**src/rtl/cpu_pkg.sv**
```systemverilog
// Shared CPU definitions used by the EX-stage multiply/divide unit.
// Holds the MDU op encoding, its FSM state type and the multiDiv function-code field.
// Pure declarations; no logic, no latency, no flow control.
package cpu_pkg;

  // MDU operation select
  localparam logic MDU_OP_MUL = 1'b0;
  localparam logic MDU_OP_DIV = 1'b1;

  // Function-code field that identifies the multiDiv instruction class
  localparam int FUNC_MULDIV_MSB = 3;
  localparam int FUNC_MULDIV_LSB = 2;

  typedef enum logic [1:0] {
    IDLE = 2'd0,
    CALC = 2'd1,
    FIX  = 2'd2,
    DONE = 2'd3
  } mdu_state_t;

endpackage

```
**src/rtl/mul_div_unit.sv**
```systemverilog
// Iterative signed multiply/divide: one bit per cycle on magnitudes, sign fixed up at the end.
// Latency: done WIDTH+2 cycles after an accepted start (1 cycle for divide-by-zero).
// Backpressure: stall holds the upstream pipeline from the start cycle through FIX; starts while busy are ignored.
module mul_div_unit #(
  parameter int WIDTH = 16,
  parameter int CNT_W = 5
) (
  input  logic             clk,
  input  logic             reset_n,
  input  logic             start,
  input  logic             op,
  input  logic             kill,
  input  logic [WIDTH-1:0] op_a,
  input  logic [WIDTH-1:0] op_b,
  output logic             stall,
  output logic             busy,
  output logic             done,
  output logic [WIDTH-1:0] result_lo,
  output logic [WIDTH-1:0] result_hi,
  output logic             div_by_zero
);
  import cpu_pkg::*;

  mdu_state_t         state;
  logic [CNT_W-1:0]   cnt;
  logic               op_q;
  logic               res_neg;   // product / quotient sign
  logic               a_neg;     // dividend sign, used for the remainder
  logic [WIDTH-1:0]   mag_a;
  logic [WIDTH-1:0]   mag_b;
  logic [WIDTH-1:0]   shreg;     // MUL: multiplier shifting out; DIV: dividend out, quotient in
  logic [2*WIDTH-1:0] acc;       // MUL product accumulator
  logic [WIDTH:0]     rem;       // DIV partial remainder

  // Magnitudes; -2^(WIDTH-1) maps to 2^(WIDTH-1) when read as unsigned
  logic [WIDTH-1:0] op_a_mag, op_b_mag;
  assign op_a_mag = op_a[WIDTH-1] ? -op_a : op_a;
  assign op_b_mag = op_b[WIDTH-1] ? -op_b : op_b;

  // One shift-add step: add multiplicand into the top half, then shift the whole product right
  logic [WIDTH:0] mul_sum;
  assign mul_sum = {1'b0, acc[2*WIDTH-1:WIDTH]} + (shreg[0] ? {1'b0, mag_a} : '0);

  // One restoring-division step: bring in next dividend bit, subtract if it fits
  logic [WIDTH:0]   div_shift;
  logic [WIDTH+1:0] div_diff;
  logic             div_ge;
  assign div_shift = {rem[WIDTH-1:0], shreg[WIDTH-1]};
  assign div_diff  = {1'b0, div_shift} - {2'b00, mag_b};
  assign div_ge    = ~div_diff[WIDTH+1];

  // Sign correction applied in FIX
  logic [2*WIDTH-1:0] prod_fix;
  logic [WIDTH-1:0]   quo_fix, rem_fix;
  assign prod_fix = res_neg ? -acc : acc;
  assign quo_fix  = res_neg ? -shreg : shreg;
  assign rem_fix  = a_neg ? -rem[WIDTH-1:0] : rem[WIDTH-1:0];

  assign stall = (state == IDLE && start) || state == CALC || state == FIX;
  assign busy  = state != IDLE;

  // Control FSM and iterative datapath
  always_ff @(posedge clk or negedge reset_n) begin
    if (!reset_n) begin
      state       <= IDLE;
      cnt         <= '0;
      op_q        <= MDU_OP_MUL;
      res_neg     <= 1'b0;
      a_neg       <= 1'b0;
      mag_a       <= '0;
      mag_b       <= '0;
      shreg       <= '0;
      acc         <= '0;
      rem         <= '0;
      result_lo   <= '0;
      result_hi   <= '0;
      done        <= 1'b0;
      div_by_zero <= 1'b0;
    end else begin
      done <= 1'b0;
      if (kill) begin
        state <= IDLE;
        cnt   <= '0;
      end else begin
        case (state)
          IDLE: begin
            if (start) begin
              op_q        <= op;
              cnt         <= '0;
              div_by_zero <= 1'b0;
              if (op == MDU_OP_DIV && op_b == '0) begin
                result_lo   <= '1;
                result_hi   <= op_a;
                div_by_zero <= 1'b1;
                done        <= 1'b1;
                state       <= DONE;
              end else begin
                mag_a   <= op_a_mag;
                mag_b   <= op_b_mag;
                res_neg <= op_a[WIDTH-1] ^ op_b[WIDTH-1];
                a_neg   <= op_a[WIDTH-1];
                acc     <= '0;
                rem     <= '0;
                shreg   <= (op == MDU_OP_DIV) ? op_a_mag : op_b_mag;
                state   <= CALC;
              end
            end
          end
          CALC: begin
            if (op_q == MDU_OP_MUL) begin
              acc   <= {mul_sum, acc[WIDTH-1:1]};
              shreg <= shreg >> 1;
            end else begin
              rem   <= div_ge ? div_diff[WIDTH:0] : div_shift;
              shreg <= {shreg[WIDTH-2:0], div_ge};
            end
            cnt <= cnt + CNT_W'(1);
            if (cnt == CNT_W'(WIDTH - 1)) begin
              state <= FIX;
            end
          end
          FIX: begin
            if (op_q == MDU_OP_MUL) begin
              result_lo <= prod_fix[WIDTH-1:0];
              result_hi <= prod_fix[2*WIDTH-1:WIDTH];
            end else begin
              result_lo <= quo_fix;
              result_hi <= rem_fix;
            end
            cnt   <= '0;
            done  <= 1'b1;
            state <= DONE;
          end
          DONE: state <= IDLE;
          default: state <= IDLE;
        endcase
      end
    end
  end

endmodule

```
**config.mk**
```make
export PLATFORM = sky130hd
export DESIGN_NAME = mul_div_unit
export DESIGN_NICKNAME = d
export VERILOG_FILES = /design/src/rtl/cpu_pkg.sv /design/src/rtl/mul_div_unit.sv
export SDC_FILE = /design/constraint.sdc
export NUM_CORES = 1
export LEC_CHECK = 0
export BUFFER_PORTS_ARGS = -buffer_cell sky130_fd_sc_hd__buf_4
export CAP_MARGIN = 40
export CORE_MARGIN = 5
export CORE_UTILIZATION = 40
export DETAILED_ROUTE_END_ITERATION = 10
export SLEW_MARGIN = 5
export SYNTH_ARGS = -nofsm -noshare
export SYNTH_HDL_FRONTEND = slang
export SYNTH_SLANG_ARGS = --single-unit
```
**constraint.sdc**
```tcl
create_clock -name clk -period 5.28 [get_ports clk]
set_clock_uncertainty 0.15 [all_clocks]
set_input_delay 0.528 -clock clk [delete_from_list [all_inputs] [get_ports clk]]
set_output_delay 0.528 -clock clk [all_outputs]
set_load 0.02 [all_outputs]
```
### Yosys cells after proc, flatten, opt, wreduce, memory -nomap -nowiden

Cells that the tools add are included.

| cells by class | value |
|---|---|
| $add $sub $neg | 8 |
| equal/unequal tests | 11 |
| muxes and demuxes | 40 |
| bitwise logic cells | 4 |
| reduce and logical (&&, ||, !) cells | 18 |

Operators by type and width:

| cell | count |
|---|---|
| 2-to-1 mux 16 bit | 19 |
| 2-to-1 mux 32 bit | 4 |
| one-hot mux 16 bit (2 select lines) | 4 |
| negation 16 bit | 4 |
| one-hot mux 32 bit (2 select lines) | 1 |
| negation 32 bit | 1 |
| subtractor 17 x 16 -> 18 bit | 1 |
| adder 16 x 16 -> 17 bit | 1 |
| zero test 16 bit | 1 |
| one-hot mux 5 bit (3 select lines) | 1 |
| AND reduction 4 bit | 3 |
| 2-to-1 mux 5 bit | 2 |
| AND reduction 5 bit | 2 |
| 2-to-1 mux 2 bit | 4 |
| inequality test 2 bit (second input constant) | 4 |
| one-hot mux 2 bit (4 select lines) | 1 |
| nonzero test 2 bit | 3 |
| adder 5 x 1 -> 5 bit (second input constant) | 1 |
| equality test 5 x 4 -> 1 bit (second input constant) | 1 |
| equality test 2 bit (second input constant) | 2 |
| AND reduction 2 bit | 2 |
| nonzero test 4 bit | 1 |
| 2-to-1 mux 1 bit | 3 |
| inequality test 3 x 2 -> 1 bit (second input constant) | 1 |
| 10 further kinds | 14 |

| storage, ports and cells | value |
|---|---|
| flip-flop bits (word level) | 140 |
| input port bits | 37 |
| logic and storage cells | 95 |

### Depth between registers and ports, before layout

Gate-level depths: netlist (run 1).

| depth | value |
|---|---|
| depth in word-level cells | 6 |
| depth in mapped cells | 13 |

### Worst setup path after synthesis (run 1)

OpenSTA, ideal clock, no wires.

| timing | value |
|---|---|
| kind | input port to flip-flop |
| start | input port op_b[8] |
| end | register rem[8] |
| library setup time | 133 ps |
| arrival | 2,529 ps |
| data required time | 4,997 ps |
| setup slack | 2,468 ps |
| stages on the path | 9 |
| cells stage by stage | or4_4 -> or4b_1 -> buf_2 -> o21bai_4 -> o21a_4 -> nor2_1 -> buf_2 -> a32oi_1 -> o31ai_1 |

| between the ends | value |
|---|---|
| cells in the longest elaborated chain, start to end | 4 |

Ends and longest elaborated chain:

| what | line | RTL |
|---|---|---|
| start: declaration | mul_div_unit.sv:14 | `input logic [WIDTH-1:0] op_b,` |
| zero test 16 bit | mul_div_unit.sv:91 | `if (op == MDU_OP_DIV && op_b == '0) begin` |
| logical AND 1 bit | mul_div_unit.sv:91 |  |
| inequality test 2 bit (no line) | - |  |
| AND reduction 5 bit (no line) | - |  |
| end signal: assignment | mul_div_unit.sv:114 | `rem <= div_ge ? div_diff[WIDTH:0] : div_shift;` |
| end: declaration | mul_div_unit.sv:33 | `logic [WIDTH:0] rem;` |

Every way passes these cells.
A chain may end at the register's enable or synchronous reset.

### Worst setup path after layout (run 1)

| timing | value |
|---|---|
| start | input port op_b[8] |
| end | register result_hi[12] |

| between the ends | value |
|---|---|
| cells in the longest elaborated chain, start to end | 4 |

Ends and longest elaborated chain:

| what | line | RTL |
|---|---|---|
| zero test 16 bit | mul_div_unit.sv:91 |  |
| logical AND 1 bit | mul_div_unit.sv:91 |  |
| inequality test 2 x 1 -> 1 bit (no line) | - |  |
| AND reduction 4 bit (no line) | - |  |
| end signal: assignment | mul_div_unit.sv:93 | `result_hi <= op_a;` |
| end signal: assignment | mul_div_unit.sv:125 | `result_hi <= prod_fix[2*WIDTH-1:WIDTH];` |
| end signal: assignment | mul_div_unit.sv:128 | `result_hi <= rem_fix;` |
| end: declaration | mul_div_unit.sv:19 | `output logic [WIDTH-1:0] result_hi,` |

Every way passes these cells.

==> results.json, run 1 <==
{
  "syn_to_final_growth_pct": 13.9,
  "antenna_found_initial": 0,
  "final_hold_viol_count": 0,
  "power.internal_mw": 3.15,
  "synthTopCellsByCount": "nand2_1 (141), dfrtp_1 (140), o21ai_0 (130)",
  "cts_buffers": 17,
  "fin_setup_tns_ns": 0,
  "yosysTopAreaCell": "dfrtp_1",
  "clock_latency_ns": 0.44,
  "crit_type": "input port to register",
  "critPathArrivalTime_ns": 3.82,
  "clockRootBuffer": "clkbuf_16",
  "start_kind": "input port",
  "cts.sinks": 140,
  "portBuffers": 72,
  "wl_per_cell_um": 19.5,
  "post_cts_buffers": 0,
  "gp_congestion": 0.886,
  "synthFlopType": "dfrtp_1",
  "combPwrFrac": 0.481,
  "crit_chain": "buf_4, or4_4, or4b_1, nor3_4, buf_4, or2_1, nand2_2, a222oi_1, a21o_1",
  "grt.total_usage": 0.213,
  "cts_tree": "yes",
  "ant_nets": 0,
  "grt_pass1_wl_um": 47800,
  "synth_nets": 1249,
  "grt_start_max_net_pins": 71,
  "status": "completed",
  "reg2reg_to": "result_hi[12]",
  "clockBufferDepth": 2,
  "antennaDiodeCount": 0,
  "synth_edf_count": 0,
  "grt_overflow": 0,
  "synth_area_leaders": "dfrtp_1 (35%), o21ai_0 (6.6%), nand2_1 (5.3%), ha_1 (5.3%), xor2_1 (5.1%)",
  "place_inst": 1509,
  "worstMarginPinSlew_ns": 0.778,
  "first_global_vias": 8380,
  "relSlewSlack": 0.481,
  "crit_fanout": 25,
  "cpLargestDelayFamily": "simple AND/OR/NAND/NOR gates",
  "die_w_um": 167,
  "post-synth-top-count-cell": "nand2_1",
  "synthCells": 1168,
  "dp_hpwl_um": 23000,
  "period_share": 0.682,
  "yosysTopAreaCellShare": 0.354,
  "hold_path_class": "input port to register",
  "yosys.area_share.simple": 0.183,
  "max_clock_freq_mhz": 278,
  "muxShareOfSynthArea": 0.0325,
  "fillers": 2353,
  "rsz0062_at_grt": "no",
  "synth-compound-area-share": 0.241,
  "crit_top_cell": "buf_4",
  "cts_max_level": 4,
  "fin_cells": 1542,
  "drt-initial-drc-count": 722,
  "power_density_nw_per_um2": 511,
  "setup_viol": 0,
  "cp-end-kind": "register",
  "syn_area_per_cell_sq_um": 8.47,
  "r2r_setup_slack_ns": 1.90,
  "die_h_um": 167,
  "ff2ff_path_depth": 10,
  "ys_seq_area_frac": 0.354,
  "fin_nets": 1286,
  "syn-cell-area_sq_um": 9900,
  "cp.required_ns": 5.50,
  "dr.pass1.iters": 5,
  "cpPeakStageDelay_ns": 0.65,
  "core_area_sq_um": 24300,
  "ys_types": 77,
  "p_leak_nw": 5.06,
  "switching_share": 0.454,
  "cap_violations": 0,
  "drcViolationCount": 0,
  "clkPwrFrac": 0.202,
  "rr_startpoint": "state[0]",
  "pwr-share-seq": 0.317,
  "worst_path_max_delay_cell": "or4b_1",
  "synth-xor-area-share": 0.0859,
  "synth-seq-cells": 140,
  "dieArea_sq_um": 28000,
  "ir_worst_vdd_v": 0.000192,
  "p_switching_mw": 2.62,
  "drive_gt1_frac": 0.117,
  "crit_buf_inv": 2,
  "num_vias": 8920,
  "crit_path_end": "result_hi[12]",
  "wirelength_um": 30100,
  "initial_core_util": 0.407,
  "ys_warn_count": 0,
  "synth_fa_ha_area_frac": 0.0572,
  "clkSlewWorstSetupHoldPaths_ns": 0.07,
  "pin_count": 73,
  "critical_path.startpoint": "op_b[8]",
  "num_rows": 57,
  "ys_async_sr_fraction": 1.00,
  "vias_per_cell": 5.78,
  "fin_crit_ns": 3.60,
  "synth_top_family_by_area": "compound AO/OA/AOI/OAI gates",
  "worst-path-stages": 9,
  "drv_slew": 0
}
[worst min-delay path by stage]
stage	startpoint	end	depth (start not counted)
3_5_place_dp	mag_a[5]	mag_a[5]	2
2_1_floorplan	reset_n	a_neg	0
4_1_cts	kill	state[0]	2
3_3_place_gp	mag_a[0]	mag_a[0]	2
5_1_grt	kill	state[1]	2
6_report	kill	state[0]	2
[stage by stage]
stage	area (sq um)	util	total power [mW]	hold slack (ns)	setup WS (ns)
6_report	11300	0.463	5.76	0.143	1.68
4_1_cts	11300	0.463	5.76	0.128	1.72
3_3_place_gp	10600	0.436	4.54	0.310	1.34
5_1_grt	11300	0.463	6.15	0.142	1.51
3_5_place_dp	10700	0.440	4.59	0.313	1.28
2_1_floorplan	9900	-	3.63	0.0824	2.47
[per-layer routing]
layer | track usage | wire [um] | vias up
met5 | 0 | 0 | -
met2 | 0.305 | 12700 | 295
met3 | 0.0372 | 1880 | 44
li1 | - | - | 4308
met4 | 0.0660 | 751 | 0
met1 | 0.327 | 14700 | 4273
[cell families (layout without fill, tap and decap cells)]
kind of cell / count (synthesis) / count (layout)
fa+ha+maj: 44 / 44
compound gates: 366 / 366
xor+xnor: 97 / 97
mux: 30 / 30
simple gates: 377 / 377
buf+inv: 114 / 164
flops: 140 / 140
[flip-flops by register name, summed over array words and instances (netlist names), 2 cells and up]
| name | flops |
|---|---|
| acc | 32 |
| mag_a | 16 |
| mag_b | 16 |
| rem | 16 |
| result_hi | 16 |
| result_lo | 16 |
| shreg | 16 |
| cnt | 5 |
| state | 2 |
[cell usage in the layout, fill, tap and decap left out, types with 23 or more instances in the layout]
cell type,instances
inv_1,43
nand3_1,24
xnor2_1,39
nand2_1,141
o31ai_1,36
xor2_1,58
dfrtp_1,139
nor3_1,23
nor2_1,74
o21ai_0,129
buf_4,82
a21oi_1,55
ha_1,42
[power by group through the flow]
stage,logic (mW),clock network [mW],registers (mW)
floorplan,1.89,0,1.74
global placement,2.71,0,1.83
detailed placement,2.75,0,1.83
CTS,2.77,1.18,1.82
global route,3.05,1.22,1.88
finish,2.77,1.16,1.83
[repair_timing]
item / 4_1_cts / 5_1_grt
hold endpoints to repair: 38 / 0
resized for setup: 0 / 0
hold buffers: 1 / 0
[final cells by class]
type,count,area (sq um),share of cell area
flip-flops and latches,140,3500,0.311
clock buffers,18,429,0.0381
multi-input cells,914,5930,0.526
clock inverters,14,133,0.0118
well taps,324,405,0.0360
repair buffers,88,698,0.0620
inverters,44,165,0.0147
Note: power is estimated with default switching activity, not from simulation.
==> run 2, diff against run 1 <==
Settings changed: ABC_AREA set to 1.
Clock period 5.28 ns to 2.9 ns, I/O delays scaled along.
==> results.json, run 2 <==
{
  "synth_edf_count": 0,
  "initial_core_util": 0.405,
  "yosysTopAreaCell": "dfrtp_1",
  "die_w_um": 175,
  "worst_path_max_delay_cell": "dfrtp_1",
  "ctsResizeCount": 0,
  "ant_nets": 0,
  "grt_overflow": 0,
  "antennaDiodeCount": 0,
  "synthCells": 1673,
  "fin_area_sq_um": 12400,
  "wl_per_cell_um": 18.3,
  "pwr-share-seq": 0.266,
  "dp_hpwl_um": 30000,
  "hold_path_class": "input port to register",
  "drcViolationCount": 0,
  "fin_crit_ns": 2.55,
  "holdWs_ns": 0.0160,
  "portBuffers": 72,
  "combPwrFrac": 0.556,
  "crit_fanout": 17,
  "cts_max_level": 4,
  "clkPwrFrac": 0.178,
  "ys_async_sr_fraction": 1.00,
  "fin_nets": 1819,
  "synthTopCellsByCount": "nand2_1 (431), nand3_1 (238), inv_1 (213)",
  "synth_nets": 1754,
  "clockBufferDepth": 2,
  "grt.total_usage": 0.249,
  "pin_count": 73,
  "crit_type": "register to register",
  "synthFlopType": "dfrtp_1",
  "largest_register_ffs": 32,
  "vias_per_cell": 5.55,
  "cp-end-kind": "register",
  "synth-seq-cells": 140,
  "grt_pass1_wl_um": 61000,
  "post_dp_cell_area_sq_um": 11800,
  "final_cell_mix": "nand2_1 (431), nand3_1 (238), inv_1 (213)",
  "num_rows": 60,
  "drt-initial-drc-count": 1160,
  "dieArea_sq_um": 30600,
  "fin_setup_tns_ns": 0,
  "wirelength_um": 38300,
  "regMostFlops": "acc",
  "final_core_utilization": 0.462,
  "ys_seq_area_frac": 0.322,
  "setup_viol": 0,
  "clockRootBuffer": "clkbuf_16",
  "clock_latency_ns": 0.44,
  "final_hold_viol_count": 0,
  "die_h_um": 175,
  "grt_start_max_net_pins": 50,
  "drive_gt1_frac": 0.0959,
  "cpLargestDelayFamily": "simple AND/OR/NAND/NOR gates",
  "cts_hold_buf": 2,
  "fin_ws_ns": 0.351,
  "syn-cell-area_sq_um": 10900,
  "cp.required_ns": 3.05,
  "p_leak_nw": 6.49,
  "pre_cts_ws_ns": 0.418,
  "status": "completed",
  "gp_congestion": 0.948,
  "antenna_found_initial": 0,
  "p_switching_mw": 6.06,
  "drv_slew": 0,
  "crit_top_cell": "nand2_1",
  "start_kind": "register",
  "core_area_sq_um": 26900,
  "cpPeakStageDelay_ns": 0.46,
  "critPathArrivalTime_ns": 2.70,
  "relSlewSlack": 0.522,
  "layout_commonest_cell": "nand2_1",
  "crit_buf_inv": 1,
  "post_cts_buffers": 0,
  "num_vias": 11600,
  "switching_share": 0.503,
  "ir_worst_vdd_v": 0.000650,
  "cts_tree": "yes",
  "dr.pass1.iters": 5,
  "fillers": 2798,
  "worstMarginPinSlew_ns": 0.710,
  "period_share": 0.879,
  "ys_warn_count": 0,
  "clkSlewWorstSetupHoldPaths_ns": 0.07,
  "max_clock_freq_mhz": 392,
  "cts.sinks": 140,
  "crit_chain": "ha_1, nand2_1, nor2_1, inv_1, nor4_2, nand2_2, nand2_4, nand2_1, nand3_1, o21ai_0",
  "ys_types": 49,
  "rsz0062_at_grt": "no",
  "syn_area_per_cell_sq_um": 6.51,
  "first_global_vias": 11000,
  "synth_area_leaders": "dfrtp_1 (32%), nand2_1 (15%), nand3_1 (11%), inv_1 (7.3%), nor2_1 (5.6%)",
  "cap_violations": 0,
  "cts_buffers": 17,
  "yosysTopAreaCellShare": 0.322,
  "power_density_nw_per_um2": 970,
  "post-synth-top-count-cell": "nand2_1",
  "syn_to_final_growth_pct": 14.0,
  "power.internal_mw": 5.98
}
run 2: changes by cell type in the layout (fill, tap and decap cells not counted), sizes merged, moves of 18 or more:
| cell | before | now |
|---|---|---|
| inv | 49 | 228 |
| o31ai | 37 | 1 |
| xor2 | 58 | 6 |
| nand2b | 18 | 0 |
| and2 | 20 | 1 |
| a21oi | 55 | 77 |
| nand3 | 24 | 240 |
| nor2 | 75 | 174 |
| mux2i | 22 | 0 |
| nand2 | 143 | 435 |
| nand4 | 6 | 24 |
| o22ai | 1 | 38 |
| xnor2 | 39 | 7 |
run 2: path summary, 6_finish.rpt:
path / from / endpoint / slack [ns] / cells past startpoint
min: op_b[13] / mag_b[13] / 0.02 / 3
max in group asynchronous: reset_n / result_lo[12] / 1.67 / 3
max: rem[11] / rem[7] / 0.35 / 10
min in group asynchronous: reset_n / rem[10] / 0.21 / 2
max reg2reg: rem[11] / rem[7] / 0.35 / 10
min reg2reg: result_lo[9] / result_lo[9] / 0.33 / 2
run 2: cell type report:
class                           instances  area (sq um)  area share
Tap cell                              341           427      0.0344
Sequential cell                       140          3500       0.282
Clock inverter                         14           128      0.0103
Clock buffer                           18           429      0.0346
Inverter                              223           840      0.0676
Multi-Input combinational cell       1253          6260       0.505
Timing Repair Buffer                  103           820      0.0660
run 2: cells by family after synthesis:
family | share of synthesized area
fa+ha+maj | 0.0520
buf+inv | 0.103
flops | 0.322
simple gates | 0.359
compound gates | 0.154
xor+xnor | 0.0105
run 2: power by group through the flow:
stage                     Sequential, mW  Combinational (mW)  Clock, mW
after floorplan                     3.23                4.37          0
after global placement              3.22                6.58          0
after detailed placement            3.23                6.61          0
after CTS                           3.20                6.65       2.17
after global routing                3.29                7.43       2.25
final                               3.20                6.69       2.15
run 2: per-stage QoR:
step | cells | total power [mW]
floorplan | 1673 | 7.59
global route | 2092 | 13.0
global placement | 2058 | 9.79
CTS | 2092 | 12.0
finish | 2092 | 12.0
detailed placement | 2058 | 9.84
run 2: worst min-delay path: cells and delay by family:
kind | cells | cell delay (ns)
AOI/OAI and AO/OA | 1 | 0.07
and+or+nand+nor | 1 | 0.07
buffers and inverters | 1 | 0.13
run 2: metal layers:
layer  vias up  global-route usage  share of wire
met4         0              0.0740          0.028
met5         -                   0              0
met3        66              0.0398          0.061
li1       5670                   -              -
met2       429               0.403           0.47
met1      5456               0.345           0.44
==> run 3, diff against run 2 <==
==> constraint.sdc (replaced) <==
create_clock -name clk -period 2.9 [get_ports clk]
set_clock_uncertainty 0.15 [all_clocks]
set_input_delay 0.435 -clock clk [delete_from_list [all_inputs] [get_ports clk]]
set_output_delay 0.435 -clock clk [all_outputs]
set_load 0.02 [all_outputs]
==> results.json, run 3 (synthesized netlist as in run 2, its figures left out) <==
{
  "status": "completed",
  "num_rows": 60,
  "syn_to_final_growth_pct": 14.0,
  "clock_latency_ns": 0.44,
  "critical_path.startpoint": "shreg[15]",
  "initial_core_util": 0.405,
  "clockBufferDepth": 2,
  "fin_setup_tns_ns": 0,
  "ff2ff_path_depth": 13,
  "seqCellArea_sq_um": 3500,
  "ant_nets": 0,
  "grt.total_usage": 0.245,
  "worstMarginPinSlew_ns": 0.673,
  "crit_type": "register to register",
  "wirelength_um": 37700,
  "cts_buffers": 17,
  "die_h_um": 175,
  "die_w_um": 175,
  "final_cell_mix": "nand2_1 (431), nand3_1 (238), inv_1 (213)",
  "cp.required_ns": 3.07,
  "clkSlewWorstSetupHoldPaths_ns": 0.07,
  "critPathArrivalTime_ns": 2.67,
  "drt-initial-drc-count": 1053,
  "p_leak_nw": 6.50,
  "cap_violations": 0,
  "pre_cts_ws_ns": 0.326,
  "crit_path_end": "rem[14]",
  "grt_pass1_wl_um": 59500,
  "core_area_sq_um": 26900,
  "relSlewSlack": 0.546,
  "rsz0062_at_grt": "no",
  "power_density_nw_per_um2": 980,
  "grt_overflow": 0,
  "period_share": 0.862,
  "portBuffers": 72,
  "ctsResizeCount": 0,
  "fin_area_sq_um": 12400,
  "max_clock_freq_mhz": 400,
  "first_global_vias": 10800,
  "fillers": 2879,
  "cts.sinks": 140,
  "fin_nets": 1814,
  "fin_crit_ns": 2.50,
  "vias_per_cell": 5.55,
  "setup_viol": 0,
  "drcViolationCount": 0,
  "drive_gt1_frac": 0.0945,
  "cts_tree": "yes",
  "pin_count": 73,
  "r2r_setup_slack_ns": 0.40,
  "drv_slew": 0,
  "crit_fanout": 3,
  "layout_commonest_cell": "nand2_1",
  "fin_ws_ns": 0.401,
  "wl_per_cell_um": 18.0,
  "antennaDiodeCount": 0,
  "ir_worst_vdd_v": 0.000638,
  "cp-end-kind": "register",
  "antenna_found_initial": 0,
  "dr.pass1.iters": 5,
  "clockRootBuffer": "clkbuf_16",
  "cts_max_level": 4,
  "dp_hpwl_um": 29600,
  "start_kind": "register",
  "post_dp_cell_area_sq_um": 11800,
  "largest_register_ffs": 32,
  "rr_startpoint": "shreg[15]",
  "final_hold_viol_count": 0,
  "regMostFlops": "acc",
  "multiInputGateArea_sq_um": 6260,
  "grt_start_max_net_pins": 58,
  "num_vias": 11600,
  "dieArea_sq_um": 30600,
  "reg2reg_to": "rem[14]",
  "gp_congestion": 0.967,
  "hold_path_class": "input port to register"
}
-- run 3: area by class of cell --
class | instances | area share
timing repair buffer | 98 | 0.0638
inverter | 223 | 0.0676
clock inverter | 14 | 0.0120
tap | 341 | 0.0344
sequential | 140 | 0.282
clock buffer | 18 | 0.0354
multi-input combinational | 1253 | 0.505
-- run 3: worst min-delay path by stage --
stage	startpoint	to	cells past startpoint
global placement	reset_n	rem[15]	1
global route	op_b[13]	mag_b[13]	3
detailed placement	reset_n	rem[15]	1
floorplan	reset_n	a_neg	0
finish	kill	done	2
CTS	kill	done	2
-- run 3: timing repair --
item	4_1_cts	5_1_grt
buffers inserted	0	0
hold endpoints to repair	49	0
hold buffers	1	0
-- run 3: routing by layer --
layer  wire length [um]  global-route usage  part of all wire  vias to the layer above
met5                  0                   0                 0                        -
met3               2260              0.0379             0.060                       55
met4                870              0.0674             0.023                        0
li1                   -                   -                 -                     5667
met2              17100               0.386              0.45                      398
met1              17500               0.351              0.46                     5453
-- run 3: power breakdown --
part | switching, mW | leakage (nW) | internal (mW)
sequential | 0.618 | 1.74 | 2.61
combinational | 4.45 | 4.48 | 2.23
clock | 1.01 | 0.285 | 1.24
total | 6.08 | 6.50 | 6.08
-- run 3: stage by stage --
step	cells	utilization	hold WS, ns	total power [mW]
3_3_place_gp	2054	0.440	0.295	9.80
5_1_grt	2087	0.462	0.173	13.1
2_1_floorplan	1673	-	-0.0106	7.59
3_5_place_dp	2054	0.440	0.294	9.85
4_1_cts	2087	0.462	0.151	12.1
6_report	2087	0.462	0.165	12.2
-- run 3: critical path, cell delays in order (launching register included) --
cell and delay [ns]:
dfrtp_1 0.42, inv_1 0.09, ha_1 0.22, fa_1 0.40, inv_1 0.09, nand2_1 0.06
o21ai_0 0.35, nand2_1 0.09, nand2_1 0.13, nand2_1 0.11, nand3_1 0.08, nand3_1 0.08
nand3_1 0.08, nand2_1 0.05
